**config.mk**
```make
export PLATFORM = sky130hd
export DESIGN_NAME = display_scan_mux
export DESIGN_NICKNAME = d
export VERILOG_FILES = /design/src/rtl/disp_pkg.sv /design/src/rtl/display_scan_mux_lz.sv /design/src/rtl/display_scan_mux.sv
export SDC_FILE = /design/constraint.sdc
export NUM_CORES = 1
export LEC_CHECK = 0
export BUFFER_PORTS_ARGS = -buffer_cell sky130_fd_sc_hd__buf_2
export CORE_MARGIN = 4
export CORE_UTILIZATION = 30
export DETAILED_ROUTE_END_ITERATION = 10
export PLACE_DENSITY = 0.56
export SETUP_SLACK_MARGIN = 0.2
export SYNTH_ARGS = -nofsm -noshare
export SYNTH_HDL_FRONTEND = slang
export SYNTH_SLANG_ARGS = --single-unit
```
**constraint.sdc**
```tcl
create_clock -name clk -period 6 [get_ports clk]
set_input_delay 0.9 -clock clk [delete_from_list [all_inputs] [get_ports clk]]
set_output_delay 0.9 -clock clk [all_outputs]
set_load 0.02 [all_outputs]
```
**src/rtl/disp_pkg.sv**
```systemverilog
// Shared types and sizing helpers for the multiplexed 7-segment scan driver.
package disp_pkg;

  typedef enum logic {
    GAP  = 1'b0,
    SHOW = 1'b1
  } state_t;

  // Widest digit count supported; narrower displays take the low bits.
  localparam logic [7:0] ALL_OFF = 8'hFF;

  function automatic int cnt_width(input int clk_div, input int blank_cycles);
    int m;
    m = (clk_div > blank_cycles) ? clk_div : blank_cycles;
    return ($clog2(m) < 1) ? 1 : $clog2(m);
  endfunction

  function automatic int idx_width(input int num_digits);
    return ($clog2(num_digits) < 1) ? 1 : $clog2(num_digits);
  endfunction

endpackage

```
**src/rtl/display_scan_mux_lz.sv**
```systemverilog
// Leading-zero suppression mask: bit k set when digit k and everything above it are zero.
module lz_suppress_mask #(
  parameter int NUM_DIGITS = 4
) (
  input  logic [4*NUM_DIGITS-1:0] display_reg,
  input  logic                    lz_blank_en,
  output logic [NUM_DIGITS-1:0]   mask
);

  logic upper_zero;

  // Digit 0 is left out of the walk so a zero value still shows one "0".
  always_comb begin
    mask       = '0;
    upper_zero = 1'b1;
    for (int k = NUM_DIGITS - 1; k >= 1; k--) begin
      upper_zero = upper_zero & (display_reg[4*k +: 4] == 4'h0);
      mask[k]    = lz_blank_en & upper_zero;
    end
  end

endmodule

```
**src/rtl/display_scan_mux.sv**
```systemverilog
// Time-multiplexed common-anode 7-segment driver with a double-buffered value,
// per-digit dead time and optional leading-zero blanking.
module display_scan_mux
  import disp_pkg::*;
#(
  parameter int NUM_DIGITS   = 4,
  parameter int CLK_DIV      = 50000,
  parameter int BLANK_CYCLES = 16
) (
  input  logic                    clk,
  input  logic                    rst_n,
  input  logic [4*NUM_DIGITS-1:0] value_in,
  input  logic                    value_valid,
  output logic                    value_ready,
  input  logic                    lz_blank_en,
  output logic [3:0]              nibble_out,
  output logic [NUM_DIGITS-1:0]   digit_en_n,
  output logic                    frame_start
);

  localparam int CW = cnt_width(CLK_DIV, BLANK_CYCLES);
  localparam int IW = idx_width(NUM_DIGITS);
  localparam logic [CW-1:0]         SHOW_LAST = CW'(CLK_DIV - 1);
  localparam logic [CW-1:0]         GAP_LAST  = CW'(BLANK_CYCLES - 1);
  localparam logic [IW-1:0]         IDX_LAST  = IW'(NUM_DIGITS - 1);
  localparam logic [NUM_DIGITS-1:0] OFF_N     = ALL_OFF[NUM_DIGITS-1:0];

  if (NUM_DIGITS < 1 || NUM_DIGITS > 8) begin : g_bad_digits
    $error("display_scan_mux: NUM_DIGITS must be in 1..8");
  end
  if (CLK_DIV < 2) begin : g_bad_div
    $error("display_scan_mux: CLK_DIV must be at least 2");
  end
  if (BLANK_CYCLES < 1) begin : g_bad_blank
    $error("display_scan_mux: BLANK_CYCLES must be at least 1");
  end

  logic [4*NUM_DIGITS-1:0] display_reg;
  logic [4*NUM_DIGITS-1:0] pending_reg;
  logic                    pending_full;
  logic [IW-1:0]           digit_idx;
  state_t                  state;
  logic [CW-1:0]           counter;
  logic [NUM_DIGITS-1:0]   lz_mask;
  logic [3:0]              cur_nibble;
  logic [NUM_DIGITS-1:0]   next_en_n;

  // Handshake: a value moves into pending_reg on any edge where value_valid
  // and value_ready are both high; value_ready is simply "pending slot empty".
  assign value_ready = ~pending_full;

  lz_suppress_mask #(
    .NUM_DIGITS(NUM_DIGITS)
  ) u_lz (
    .display_reg(display_reg),
    .lz_blank_en(lz_blank_en),
    .mask       (lz_mask)
  );

  always_comb begin
    cur_nibble = 4'h0;
    next_en_n  = OFF_N;
    for (int k = 0; k < NUM_DIGITS; k++) begin
      if (digit_idx == IW'(k)) begin
        cur_nibble   = display_reg[4*k +: 4];
        next_en_n[k] = lz_mask[k];
      end
    end
  end

  always_ff @(posedge clk or negedge rst_n) begin
    if (!rst_n) begin
      display_reg  <= '0;
      pending_reg  <= '0;
      pending_full <= 1'b0;
      digit_idx    <= '0;
      state        <= GAP;
      counter      <= '0;
      nibble_out   <= 4'h0;
      digit_en_n   <= OFF_N;
      frame_start  <= 1'b0;
    end else begin
      frame_start <= 1'b0;

      if (value_valid && !pending_full) begin
        pending_reg  <= value_in;
        pending_full <= 1'b1;
      end

      case (state)
        SHOW: begin
          if (counter == SHOW_LAST) begin
            digit_en_n <= OFF_N;
            counter    <= '0;
            state      <= GAP;
            if (digit_idx == IDX_LAST) begin
              digit_idx <= '0;
              // Frame boundary: the only point a new value may reach the display.
              if (pending_full) begin
                display_reg  <= pending_reg;
                pending_full <= 1'b0;
              end
            end else begin
              digit_idx <= digit_idx + 1'b1;
            end
          end else begin
            counter <= counter + 1'b1;
          end
        end
        default: begin
          if (counter == GAP_LAST) begin
            // Nibble and enable change together while every digit is dark.
            nibble_out  <= cur_nibble;
            digit_en_n  <= next_en_n;
            frame_start <= (digit_idx == '0);
            counter     <= '0;
            state       <= SHOW;
          end else begin
            counter <= counter + 1'b1;
          end
        end
      endcase
    end
  end

endmodule

```
==> results.yml <==
outcome:
  status: "completed"
timing:
  rsz0062_at_grt: "false"
  setup_tns_ns: 0
  setup_viol: 0
  maxSlewHeadroom_pct: 42.0
  fin_worst_skew_ns: 0.00898
  holdWs_ns: 0.483
  fin_crit_ns: 2.28
  drv_slew: 0
  fmax_ghz: 0.439
  final_hold_viol_count: 0
  worstMarginPinSlew_ns: 0.870
  period_share_pct: 38.0
synth:
  ys.warnings.count: 0
  synthCells: 214
  synth_seq_cells: 61
  ys.flop_type: "dfrtp_1"
  yosysUniqueCellTypes: 40
  synth-edff-count: 0
  synth_seq_area_share_pct: 54.6
  syn-num-nets: 239
  avgSynthCellArea_um2: 13.1
  netlist_area_um2: 2810
  ys_async_sr_fraction_pct: 100
cts:
  cts.hold.buffers_added: 0
  cts_sinks: 61
  cts_inserted_buffers: 9
  post-cts-setup-buffers: 0
  cts_tree: "yes"
  cts_root_buffer: "clkbuf_8"
  ctsResizeCount: 0
  clock_latency_ns: 0.33
  cts_max_level: 3
  cts_buffer_depth: 2
  clkTransAtPathRegs_ns: 0.06
floorplanning:
  die_x_um: 105
  start_util_pct: 30.7
  core.rowCount: 35
  core_area_um2: 9150
  die-area_um2: 11000
  boundaryPins: 30
  die_h_um: 105
setup_path:
  critPathRequiredTime_ns: 6.21
  worstSetupEndpointType: "flip-flop"
  path_class: "reg -> reg"
  crit_chain: "ha_1 -> and3_1 -> nand3_2 -> or3_1 -> mux2_4"
  cp_slowest_cell: "or3_1"
  crit_path_start_kind: "flip-flop"
  path_max_fanout: 17
  crit_buf_inv: 0
  crit_family: "simple AND/OR/NAND/NOR gates"
  critPathArrivalTime_ns: 2.49
  slowest_delay_ns: 0.74
power:
  p_per_area_nw_per_um2: 254
  ir_drop_v: 0.000128
  p_leak_nw: 1.50
route:
  firstDrtPassIters: 4
  finalWirelength_mm: 5.15
  ant_nets: 0
  first_iter_violations: 61
  viasPerCell: 4.76
  wl_per_cell_um: 14.2
  drc: 0
  num_vias: 1731
cells_and_area:
  fillers: 884
  syn2layout_area_growth_pct: 15.7
  antenna_cells: 0
  final_cell_mix: "dfrtp_1 (57), buf_2 (29), mux2_2 (28), nor2_1 (12)"
  final_nets: 274
  layout-drive-gt1-share_pct: 38.3
  final_common_cell: "dfrtp_1"
placement:
  port_buffers: 29
  gp_congestion: 0.855
  hpwl_mm: 3.65
grt:
  track_usage_pct: 10.1
  grt_pass1_wl_mm: 8.78
  antenna_found_initial: 0
  grt_overflow: 0
  first_global_vias: 1778
  grt_max_degree: 62
run:
  drv_cap: 0
min_path:
  hold_class: "reg -> reg"
worst reg2reg max path, stage by stage (launching register included):
cell,delay [ns]
dfrtp_1,0.38
ha_1,0.21
and3_1,0.25
nand3_2,0.14
or3_1,0.74
mux2_4,0.44
power by group:
group          leakage [nW]  internal (mW)  switching (mW)  total (mW)
registers             0.788          0.425         0.00715       0.433
clock network         0.101          0.211           0.153       0.364
logic                 0.609         0.0154          0.0124      0.0278
total                  1.50          0.651           0.173       0.824
Yosys cell counts (all sizes together), types with 4 or more instances:
| master | count | share of area (%) |
|---|---|---|
| dfrtp | 57 | 51 |
| nand2 | 11 | 1.5 |
| dfstp | 4 | 3.7 |
| nor4 | 6 | 1.9 |
| inv | 6 | 0.80 |
| xnor2 | 7 | 2.2 |
| clkbuf | 4 | 0.53 |
| a21oi | 5 | 1.3 |
| xor2 | 6 | 1.9 |
| ha | 5 | 2.2 |
| nor2b | 6 | 1.3 |
| nand4 | 6 | 1.9 |
| nand3 | 9 | 1.8 |
| nor2 | 13 | 2.3 |
| nor3 | 4 | 0.71 |
| mux2 | 39 | 17 |
path summary, 6_finish.rpt:
path                                    to  slack (ns)  cells past startpoint        from
setup / recovery           display_reg[14]        3.72                      5  counter[0]
hold / removal                  counter[0]        0.48                      1  counter[0]
setup reg to reg           display_reg[14]        3.72                      5  counter[0]
hold reg to reg                 counter[0]        0.48                      1  counter[0]
max in group asynchronous   pending_reg[9]        4.78                      2       rst_n
min in group asynchronous       counter[4]        0.73                      2       rst_n
per-stage QoR:
stage          power (mW)  instances  setup slack [ns]  util [%]  area (um2)
6_report            0.824        364              3.72      35.5        3250
5_1_grt             0.859        364              3.54      35.5        3250
4_1_cts             0.838        364              3.69      35.5        3250
3_5_place_dp        0.470        349              3.71      33.3        3050
3_3_place_gp        0.469        349              3.75      33.3        3050
2_1_floorplan       0.451        214              3.90         -        2810
cell type report:
type                       instances  area [um2]  share of cell area [%]
multi-input combinational        140        1190                    36.8
clock buffer                      11         151                    4.66
inverter                           6        22.5                   0.694
sequential                        61        1530                    47.2
tap                              111         139                    4.28
timing repair buffer              31         160                    4.93
clock inverter                     4        47.5                    1.46
cell families after synthesis:
| kind of cell | after synthesis | synth area share (%) |
|---|---|---|
| AOI/OAI and AO/OA | 18 | 5.31 |
| xor gates and xnor gates | 13 | 4.06 |
| adders and majority gates | 5 | 2.23 |
| buffers and inverters | 13 | 2.85 |
| DFF | 61 | 54.6 |
| muxes | 39 | 16.9 |
| and+or+nand+nor | 65 | 14.1 |
layer usage:
layer / part of all wire, % / GRT usage, % / wire length [um]
met2: 45 / 15.2 / 2310
met5: 0 / 0 / 0
met1: 48 / 12.9 / 2460
met4: 2.8 / 6.47 / 146
met3: 4.6 / 2.59 / 238
No activity file was read; power rests on OpenSTA's default activity.
